==> src/rtl/lsu_pkg.sv <==
// lsu_pkg: shared types and decode helpers for the load/store unit.
//   lsu_state_e  FSM state encoding (IDLE, RD, WR, RESP)
//   F3_*         RV32I funct3 size/sign codes
//   is_legal     funct3 valid for the given direction
//   is_aligned   natural alignment of the byte address for funct3's size
package lsu_pkg;

  typedef enum logic [1:0] {
    S_IDLE = 2'd0,
    S_RD   = 2'd1,
    S_WR   = 2'd2,
    S_RESP = 2'd3
  } lsu_state_e;

  localparam logic [2:0] F3_B  = 3'b000;
  localparam logic [2:0] F3_H  = 3'b001;
  localparam logic [2:0] F3_W  = 3'b010;
  localparam logic [2:0] F3_BU = 3'b100;
  localparam logic [2:0] F3_HU = 3'b101;

  // Unsigned variants exist only for loads.
  function automatic logic is_legal(input logic we, input logic [2:0] f3);
    case (f3)
      F3_B, F3_H, F3_W: return 1'b1;
      F3_BU, F3_HU:     return !we;
      default:          return 1'b0;
    endcase
  endfunction

  // f3[1:0] carries the size for every legal code; illegal codes are
  // rejected by is_legal regardless of what this returns.
  function automatic logic is_aligned(input logic [2:0] f3, input logic [1:0] a1_0);
    case (f3[1:0])
      2'b01:   return !a1_0[0];
      2'b10:   return a1_0 == 2'b00;
      default: return 1'b1;
    endcase
  endfunction

endpackage

==> src/rtl/lsu_align.sv <==
// lsu_align: combinational lane muxes for the load/store unit.
//   funct3, lane  access size/sign and byte offset within the word
//   rword         captured memory word -> load_data (extracted + extended)
//   mword         word being read back for RMW -> store_word (merged)
//   wdata         right-aligned store data
module lsu_align
  import lsu_pkg::*;
#(
  parameter int DATA_WIDTH = 32
) (
  input  logic [2:0]            funct3,
  input  logic [1:0]            lane,
  input  logic [DATA_WIDTH-1:0] rword,
  input  logic [DATA_WIDTH-1:0] mword,
  input  logic [DATA_WIDTH-1:0] wdata,
  output logic [DATA_WIDTH-1:0] load_data,
  output logic [DATA_WIDTH-1:0] store_word
);

  localparam int NUM_LANES = DATA_WIDTH / 8;

  logic [7:0]  byte_v;
  logic [15:0] half_v;

  // Little-endian extract; halfwords are aligned so lane[0] is ignored.
  always_comb begin
    byte_v    = rword[{lane, 3'b000} +: 8];
    half_v    = rword[{lane[1], 4'b0000} +: 16];
    load_data = '0;
    case (funct3)
      F3_B:    load_data = {{(DATA_WIDTH-8){byte_v[7]}}, byte_v};
      F3_H:    load_data = {{(DATA_WIDTH-16){half_v[15]}}, half_v};
      F3_W:    load_data = rword;
      F3_BU:   load_data = {{(DATA_WIDTH-8){1'b0}}, byte_v};
      F3_HU:   load_data = {{(DATA_WIDTH-16){1'b0}}, half_v};
      default: load_data = '0;
    endcase
  end

  // Merge: replicate the store data across lanes, then pick per byte.
  logic [NUM_LANES-1:0]      be;
  logic [NUM_LANES-1:0][7:0] rep, base, merged;

  always_comb begin
    be  = '1;
    rep = wdata;
    case (funct3[1:0])
      2'b00: begin
        be  = NUM_LANES'(1) << lane;
        rep = {NUM_LANES{wdata[7:0]}};
      end
      2'b01: begin
        be  = NUM_LANES'(3) << {lane[1], 1'b0};
        rep = {(NUM_LANES/2){wdata[15:0]}};
      end
      default: begin
        be  = '1;
        rep = wdata;
      end
    endcase
  end

  assign base = mword;

  for (genvar i = 0; i < NUM_LANES; i++) begin : g_lane
    assign merged[i] = be[i] ? rep[i] : base[i];
  end

  assign store_word = merged;

endmodule

==> src/rtl/load_store_unit.sv <==
// load_store_unit: MEM-stage load/store unit in front of a word-only,
// fixed-latency data memory. One request in flight; SB/SH are done as
// read-modify-write; misaligned/illegal requests answer with resp_err and
// never touch memory.
//   req_*   request handshake (valid/ready) with we, funct3, addr, wdata
//   resp_*  one-cycle completion pulse with extended load data / error
//   mem_*   word-aligned memory port; read data valid MEM_LAT edges after
//           the address is first presented
module load_store_unit
  import lsu_pkg::*;
#(
  parameter int DATA_WIDTH = 32,
  parameter int MEM_LAT    = 3
) (
  input  logic                  clk,
  input  logic                  rst_n,
  input  logic                  req_valid,
  output logic                  req_ready,
  input  logic                  req_we,
  input  logic [2:0]            req_funct3,
  input  logic [DATA_WIDTH-1:0] req_addr,
  input  logic [DATA_WIDTH-1:0] req_wdata,
  output logic                  resp_valid,
  output logic [DATA_WIDTH-1:0] resp_rdata,
  output logic                  resp_err,
  output logic [DATA_WIDTH-1:0] mem_addr,
  output logic [DATA_WIDTH-1:0] mem_wdata,
  output logic                  mem_read,
  output logic                  mem_write,
  input  logic [DATA_WIDTH-1:0] mem_rdata
);

  localparam int CW = $clog2(MEM_LAT + 2);

  lsu_state_e            state_q, state_d;
  logic [CW-1:0]         cnt_q;
  logic                  we_q, err_q;
  logic [2:0]            f3_q;
  logic [1:0]            lane_q;
  logic [DATA_WIDTH-1:0] wdata_q, rdata_q, mem_addr_q, mem_wdata_q;
  logic [DATA_WIDTH-1:0] load_data, store_word;
  logic                  req_ok, cnt_done;

  assign req_ok   = is_legal(req_we, req_funct3) && is_aligned(req_funct3, req_addr[1:0]);
  assign cnt_done = (cnt_q == '0);

  lsu_align #(.DATA_WIDTH(DATA_WIDTH)) u_align (
    .funct3     (f3_q),
    .lane       (lane_q),
    .rword      (rdata_q),
    .mword      (mem_rdata),
    .wdata      (wdata_q),
    .load_data  (load_data),
    .store_word (store_word)
  );

  always_comb begin
    state_d    = state_q;
    req_ready  = (state_q == S_IDLE);
    mem_read   = (state_q == S_RD);
    mem_write  = (state_q == S_WR);
    resp_valid = (state_q == S_RESP);
    resp_err   = (state_q == S_RESP) && err_q;
    resp_rdata = '0;
    if (state_q == S_RESP && !err_q && !we_q) resp_rdata = load_data;
    case (state_q)
      S_IDLE: if (req_valid) begin
        if (!req_ok)                          state_d = S_RESP;
        else if (req_we && req_funct3 == F3_W) state_d = S_WR;
        else                                  state_d = S_RD;
      end
      S_RD:   if (cnt_done) state_d = we_q ? S_WR : S_RESP;
      S_WR:   if (cnt_done) state_d = S_RESP;
      S_RESP: state_d = S_IDLE;
      default: state_d = S_IDLE;
    endcase
  end

  always_ff @(posedge clk) begin
    if (!rst_n) begin
      state_q     <= S_IDLE;
      cnt_q       <= '0;
      we_q        <= 1'b0;
      err_q       <= 1'b0;
      f3_q        <= '0;
      lane_q      <= '0;
      wdata_q     <= '0;
      rdata_q     <= '0;
      mem_addr_q  <= '0;
      mem_wdata_q <= '0;
    end else begin
      state_q <= state_d;
      case (state_q)
        S_IDLE: if (req_valid) begin
          we_q    <= req_we;
          err_q   <= !req_ok;
          f3_q    <= req_funct3;
          lane_q  <= req_addr[1:0];
          wdata_q <= req_wdata;
          cnt_q   <= CW'(MEM_LAT);
          // Rejected requests leave the memory port untouched.
          if (req_ok) mem_addr_q <= {req_addr[DATA_WIDTH-1:2], 2'b00};
          if (req_ok && req_we && req_funct3 == F3_W) mem_wdata_q <= req_wdata;
        end
        S_RD: begin
          if (cnt_done) begin
            rdata_q <= mem_rdata;
            cnt_q   <= CW'(MEM_LAT);
            if (we_q) mem_wdata_q <= store_word;
          end else begin
            cnt_q <= cnt_q - CW'(1);
          end
        end
        S_WR: if (!cnt_done) cnt_q <= cnt_q - CW'(1);
        default: ;
      endcase
    end
  end

  assign mem_addr  = mem_addr_q;
  assign mem_wdata = mem_wdata_q;

endmodule

==> config.mk <==
export PLATFORM = sky130hd
export DESIGN_NAME = load_store_unit
export DESIGN_NICKNAME = d
export VERILOG_FILES = /design/src/rtl/lsu_pkg.sv /design/src/rtl/lsu_align.sv /design/src/rtl/load_store_unit.sv
export SDC_FILE = /design/constraint.sdc
export NUM_CORES = 1
export LEC_CHECK = 0
export BUFFER_PORTS_ARGS = -buffer_cell sky130_fd_sc_hd__buf_2
export CAP_MARGIN = 25
export CORE_MARGIN = 2
export CORE_UTILIZATION = 57
export DETAILED_ROUTE_END_ITERATION = 10
export GPL_TIMING_DRIVEN = 0
export PLACE_DENSITY_LB_ADDON = 0.2
export SLEW_MARGIN = 25
export SYNTH_ARGS = -nofsm -noshare
export SYNTH_HDL_FRONTEND = slang
export SYNTH_SLANG_ARGS = --single-unit
==> constraint.sdc <==
create_clock -name clk -period 3.4 [get_ports clk]
set_clock_uncertainty 0.1 [all_clocks]
set_input_delay 0.17 -clock clk [delete_from_list [all_inputs] [get_ports clk]]
set_output_delay 0.17 -clock clk [all_outputs]
set_load 0.05 [all_outputs]
-- Yosys cells after proc, flatten, opt, wreduce, memory -nomap -nowiden
Cells that the tools add are included.
- register bits: 138
- logic and storage cells: 89
- output and inout bits: 101
- memory bits (read-only): 0
- bits in latches: 0
- RAM bits: 0
- memories: 0
- input port bits: 103
- mux-type cells: 26
- multipliers: 0
- order comparisons: 0
- $add $sub $neg: 1
- divide/modulo/power cells: 0
- reductions and logical operators: 28
- shift-type cells: 4
- eq/ne operators: 20
- bitwise operators: 0
- operators by type and width (kind ; number):
    $mux W32 ; 5
    $pmux W32 S5 ; 1
    $pmux W32 S2 ; 2
    $mux W8 ; 4
    $shiftx A32 B6 Y16 ; 1
    $shiftx A32 B6 Y8 ; 1
    $eq A3 B3 Y1 const B ; 4
    $mux W2 ; 5
    $logic_not A3 Y1 ; 3
    $mux W3 ; 3
    $pmux W3 S3 ; 1
    $reduce_and A3 Y1 ; 3
    $ne A2 B1 Y1 const B ; 4
    $pmux W2 S4 ; 1
    $pmux W4 S2 ; 1
    $logic_and A1 B1 Y1 ; 7
    $eq A2 B1 Y1 const B ; 3
    $eq A2 B2 Y1 const B ; 3
    $eq A3 B1 Y1 const B ; 2
    $eq A3 B2 Y1 const B ; 2
    $logic_not A2 Y1 ; 3
    $logic_not A1 Y1 ; 5
    $reduce_and A5 Y1 ; 1
    $ne A2 B2 Y1 const B ; 2
    10 further kinds ; 12

-- Longest topological paths before layout
- depth after elaboration: 9
- gate-level depth with buffers: 9
- depth with buffers taken out: 6

-- Hierarchy
A second synthesis with hierarchy kept.
- cells, all modules: 922
- area, all modules: 7424.6 µm²
- by module, submodules not included (module ; sequential area each (µm²) ; times used ; area an instance (µm²) ; cells each):
    load_store_unit ; 2762.6 ; 1 ; 5948.2 ; 696
    lsu_align ; 0.0 ; 1 ; 1476.4 ; 226

-- Worst setup path after synthesis
No wires, ideal clock.
- kind: flip-flop to output port
- start point: reg state_q[0]
- end point: out resp_rdata[21]
- path buffers: 2
- required time: 3.130 ns
- arrival: 2.505 ns
- cell stages (with the launch flop): 7
- slack: 0.625 ns
- cells stage by stage: dfxtp_1 > ha_1 > o211ai_1 > or2_1 > buf_2 > buf_2 > a21oi_1
- cells in the longest elaborated chain, start to end: 4
- ends and longest elaborated chain (item ; line ; RTL):
    from (decl) ; load_store_unit.sv:35 ; lsu_state_e state_q, state_d;
    from (signal assigned) ; load_store_unit.sv:92 ; state_q <= state_d;
    $eq A2 B2 Y1 ; n/a ;
    named net resp_valid ; load_store_unit.sv:23 ; output logic resp_valid,
    $logic_and A1 B1 Y1 (2 in series) ; load_store_unit.sv:65 ; if (state_q == S_RESP && !err_q && !we_q) resp_rdata = load_data;
    $mux W32 ; load_store_unit.sv:65 ;
    to (decl) ; load_store_unit.sv:24 ; output logic [DATA_WIDTH-1:0] resp_rdata,
The timed path passes the listed nets, and every way through them passes these cells.

-- Final worst setup path
- start point: reg f3_q[1]
- end point: out resp_rdata[8]
- cells in the longest elaborated chain, start to end: 3
- elaborated cells on any way between the ends: 7
- those cells by class: eq/ne (4); mux (2); reduce/logical (1)
- ends and longest elaborated chain (item ; line ; RTL):
    from (decl) ; load_store_unit.sv:38 ; logic [2:0] f3_q;
    from (signal assigned) ; load_store_unit.sv:97 ; f3_q <= req_funct3;
    $eq A3 B3 Y1, or another cell as far along ; lsu_align.sv:30 ; case (funct3)
    $pmux W32 S5 (*) ; lsu_align.sv:30 ;
    $mux W32 (*) ; load_store_unit.sv:65 ;
Mark *: on every way between the ends. The rest lies on a longest branch, timed or not.

==> impl_metrics.json <==
{
  "port_buffers": 200,
  "critical_path.max_fanout": 10,
  "die_x_um": 117.5,
  "crit_chain": "clkbuf_1, clkbuf_1, nor3_2, a22oi_1, a21oi_1, buf_2",
  "rsz0062_at_grt": "no",
  "setup-violations-final": 0,
  "ys_ff_latch": 138,
  "yosys.cell_types.count": 53,
  "core.rowCount": 41,
  "path_clk_slew_ns": 0.06,
  "fmax_mhz": 327.2,
  "avgSynthCellArea_um2": 7.699,
  "synth-seq-area-share": 0.3765,
  "powerDensity_mw_per_mm2": 669.0,
  "via_per_inst": 6.244,
  "cts_sinks": 138,
  "cts_buffers": 17,
  "wire_per_inst_um": 20.36,
  "hold_path_end": "mem_wdata[16]",
  "clk_latency_ns": 0.43,
  "initial_utilization": 0.5838,
  "slew_headroom": 0.5028,
  "ir_drop_mv": 0.4310,
  "drive_gt1_frac": 0.2078,
  "seq_power_share": 0.311,
  "holdPathStages": 3,
  "num_vias": 9098,
  "antenna_found_initial": 0,
  "reg2reg_depth": 8,
  "dp_cells": 1326,
  "stdcell_area_mm2": 0.01021,
  "cts_hold_buf": 100,
  "grt_usage": 0.4262,
  "cts-resized-gates": 0,
  "hold_path_class": "in2reg",
  "placed_cell_area_mm2": 0.008557,
  "fin_crit_sh": 0.8989,
  "power.internal_uw": 4036,
  "cts_tree": "yes",
  "synth_edf_count": 0,
  "final_max_slew_viol_count": 0,
  "cts_max_path_buffers": 2,
  "power.share.combinational": 0.390,
  "fin_cells": 1457,
  "worst-path-stages": 6,
  "max_cap_viol_count": 0,
  "die_y_um": 117.5,
  "finalHoldViolCount": 0,
  "cts_setup_buffers": 0,
  "fillCellCount": 799,
  "synth_ff_type": "dfxtp_1",
  "fin_total_pwr_uw": 6828,
  "grt_pass1_vias": 8758,
  "io_pins": 204,
  "clkPwrFrac": 0.299,
  "fin_ws_ns": 0.3439,
  "cpPeakStageDelay_ns": 0.61,
  "synthCells": 953,
  "critical_path_class": "reg2out",
  "power_switching_uw": 2792,
  "routed_wl_mm": 29.66,
  "cpMaxStageDelayCell": "nor3_2",
  "dieArea_mm2": 0.01380,
  "critPathRequiredTime_ns": 3.13,
  "end_kind": "primary output",
  "synth_area_mm2": 0.007337,
  "grt.overflow.total": 0,
  "dp_hpwl_mm": 19.43,
  "cp-start-kind": "flip-flop",
  "drc": 0,
  "async_reset_ff_frac": 0,
  "pre_cts_slack_ns": 0.9343,
  "finalSetupTns_ns": 0,
  "cpMostUsedCell": "clkbuf_1",
  "r2r-end": "mem_addr[13]",
  "core_area_mm2": 0.01257,
  "diodes": 0,
  "ff2ff_setup_slack_ns": 0.85,
  "hold_start": "rst_n",
  "ant_nets": 0,
  "cts_max_level": 4,
  "drtIter0Drc": 1207,
  "cp_num_buf_inv": 3,
  "drt_first_pass_iters": 8,
  "total_leakage_power_uw": 0.004234,
  "r2r-start": "state_q[0]",
  "grt_max_degree": 17,
  "fin_crit_ns": 3.056,
  "grt_pass1_wl_mm": 46.79,
  "cts_root_buf": "clkbuf_16",
  "status": "complete, no violations",
  "final_nets": 1385,
  "worstPathArrival_ns": 2.79,
  "synth-warning-count": 0,
  "p_sw_frac": 0.4090,
  "critPathTopFamily": "buffers and inverters",
  "worst_pin_slew_ns": 0.7426,
  "gp_congestion": 1.012,
  "area_growth_pct": 39.10
}
-- metal layers --
metal,vias to the layer above,wire length [µm],GRT usage
met3,184,3381,0.1134
met1,4147,11220,0.5317
met2,743,13260,0.6762
met5,-,0,0
met4,0,1801,0.2259
li1,4024,-,-
-- sequential cells by signal, summed over array words and instances (netlist names) --
register / flops
we_q: 1
mem_wdata: 32
wdata_q: 32
rdata_q: 32
state_q: 2
mem_addr: 30
lane_q: 2
f3_q: 3
cnt_q: 3
err_q: 1
-- layout make-up --
type / instances / area [µm²] / area share
clock buffers: 25 / 515.5 / 0.05051
flip-flops and latches: 138 / 2763 / 0.2707
multi-input cells: 677 / 4006 / 0.3925
inverters: 44 / 165.2 / 0.01618
repair buffers: 300 / 2002 / 0.1962
well taps: 172 / 215.2 / 0.02109
plain buffers: 95 / 406.6 / 0.03984
clock inverters: 6 / 132.6 / 0.01300
-- worst register-to-register path, delay by kind of cell (launching register included) --
| kind | cells | cell delay [ns] |
|---|---|---|
| AO/OA/AOI/OAI | 1 | 0.22 |
| adder cells (fa/ha/maj) | 1 | 0.23 |
| buffers and inverters | 4 | 1.16 |
| flip-flops | 1 | 0.34 |
| AND/OR/NAND/NOR | 2 | 0.42 |
-- cells in the mapped netlist (all sizes together) (3+ instances only) --
cell / number / area, µm²
nand2: 213 / 799.5
dfxtp: 138 / 2763
a21oi: 137 / 685.7
clkbuf: 64 / 240.2
nor2: 52 / 195.2
inv: 44 / 165.1
o31ai: 37 / 277.8
mux2i: 33 / 330.3
nand4: 33 / 206.5
buf: 31 / 166.4
o311ai: 25 / 219.0
a21boi: 15 / 112.6
a22oi: 15 / 112.6
a31oi: 10 / 62.56
nor3: 10 / 55.05
o221ai: 10 / 87.58
ha: 9 / 112.6
a2111o: 8 / 90.09
mux4: 8 / 180.2
nand3b: 8 / 60.06
o32ai: 7 / 61.31
o21ai: 6 / 33.78
nand2b: 5 / 31.28
and2: 4 / 25.02
nor2b: 3 / 18.77
-- how the worst max path moves through the flow --
stage | from | endpoint | slack (ns)
after floorplan | state_q[0] | resp_rdata[21] | 0.62
after global placement | f3_q[1] | resp_rdata[15] | 0.99
after detailed placement | f3_q[1] | resp_rdata[7] | 0.93
after CTS | f3_q[1] | resp_rdata[7] | 0.47
after global routing | f3_q[1] | resp_rdata[8] | 0.23
final | f3_q[1] | resp_rdata[8] | 0.34
-- layout by cell type (no fill, tap or decap), types with 9 or more instances in the layout --
cell	netlist	routed
nand4_1	33	33
nor3_1	9	9
clkbuf_16	0	17
nor2_1	52	52
dlygate4sd3_1	0	100
o311ai_1	9	9
o221ai_1	10	10
mux2i_1	33	33
a21boi_0	15	15
buf_2	13	213
o31ai_1	37	37
ha_1	9	9
o311ai_0	16	16
nand2_1	213	213
clkbuf_1	64	66
a21oi_1	137	137
buf_1	12	12
a31oi_1	10	10
inv_1	40	40
dfxtp_1	138	138
a22oi_1	15	15
-- power by group through the flow --
stage               logic, µW  clock network [µW]  registers, µW
floorplan                1450                   0           2420
global placement         2420                   0           2130
detailed placement       2460                   0           2130
CTS                      2560                2020           2100
global route             2840                2110           2140
finish                   2660                2040           2120
-- metrics by stage --
step | hold WS, ns | utilization
after floorplan | 0.2060 | -
after global placement | 0.3259 | 0.6808
after detailed placement | 0.3318 | 0.6808
after CTS | 0.08561 | 0.8120
after global routing | 0.1368 | 0.8120
final | 0.1028 | 0.8120
-- cell families after synthesis --
family                   synth area share
AND/OR/NAND/NOR                    0.1987
AO/OA/AOI/OAI                      0.2614
buffers and inverters             0.07793
flip-flops                         0.3765
multiplexers                      0.06958
adder cells (fa/ha/maj)           0.01535
other                           0.0005111
No activity file was read; power rests on OpenSTA's default activity.
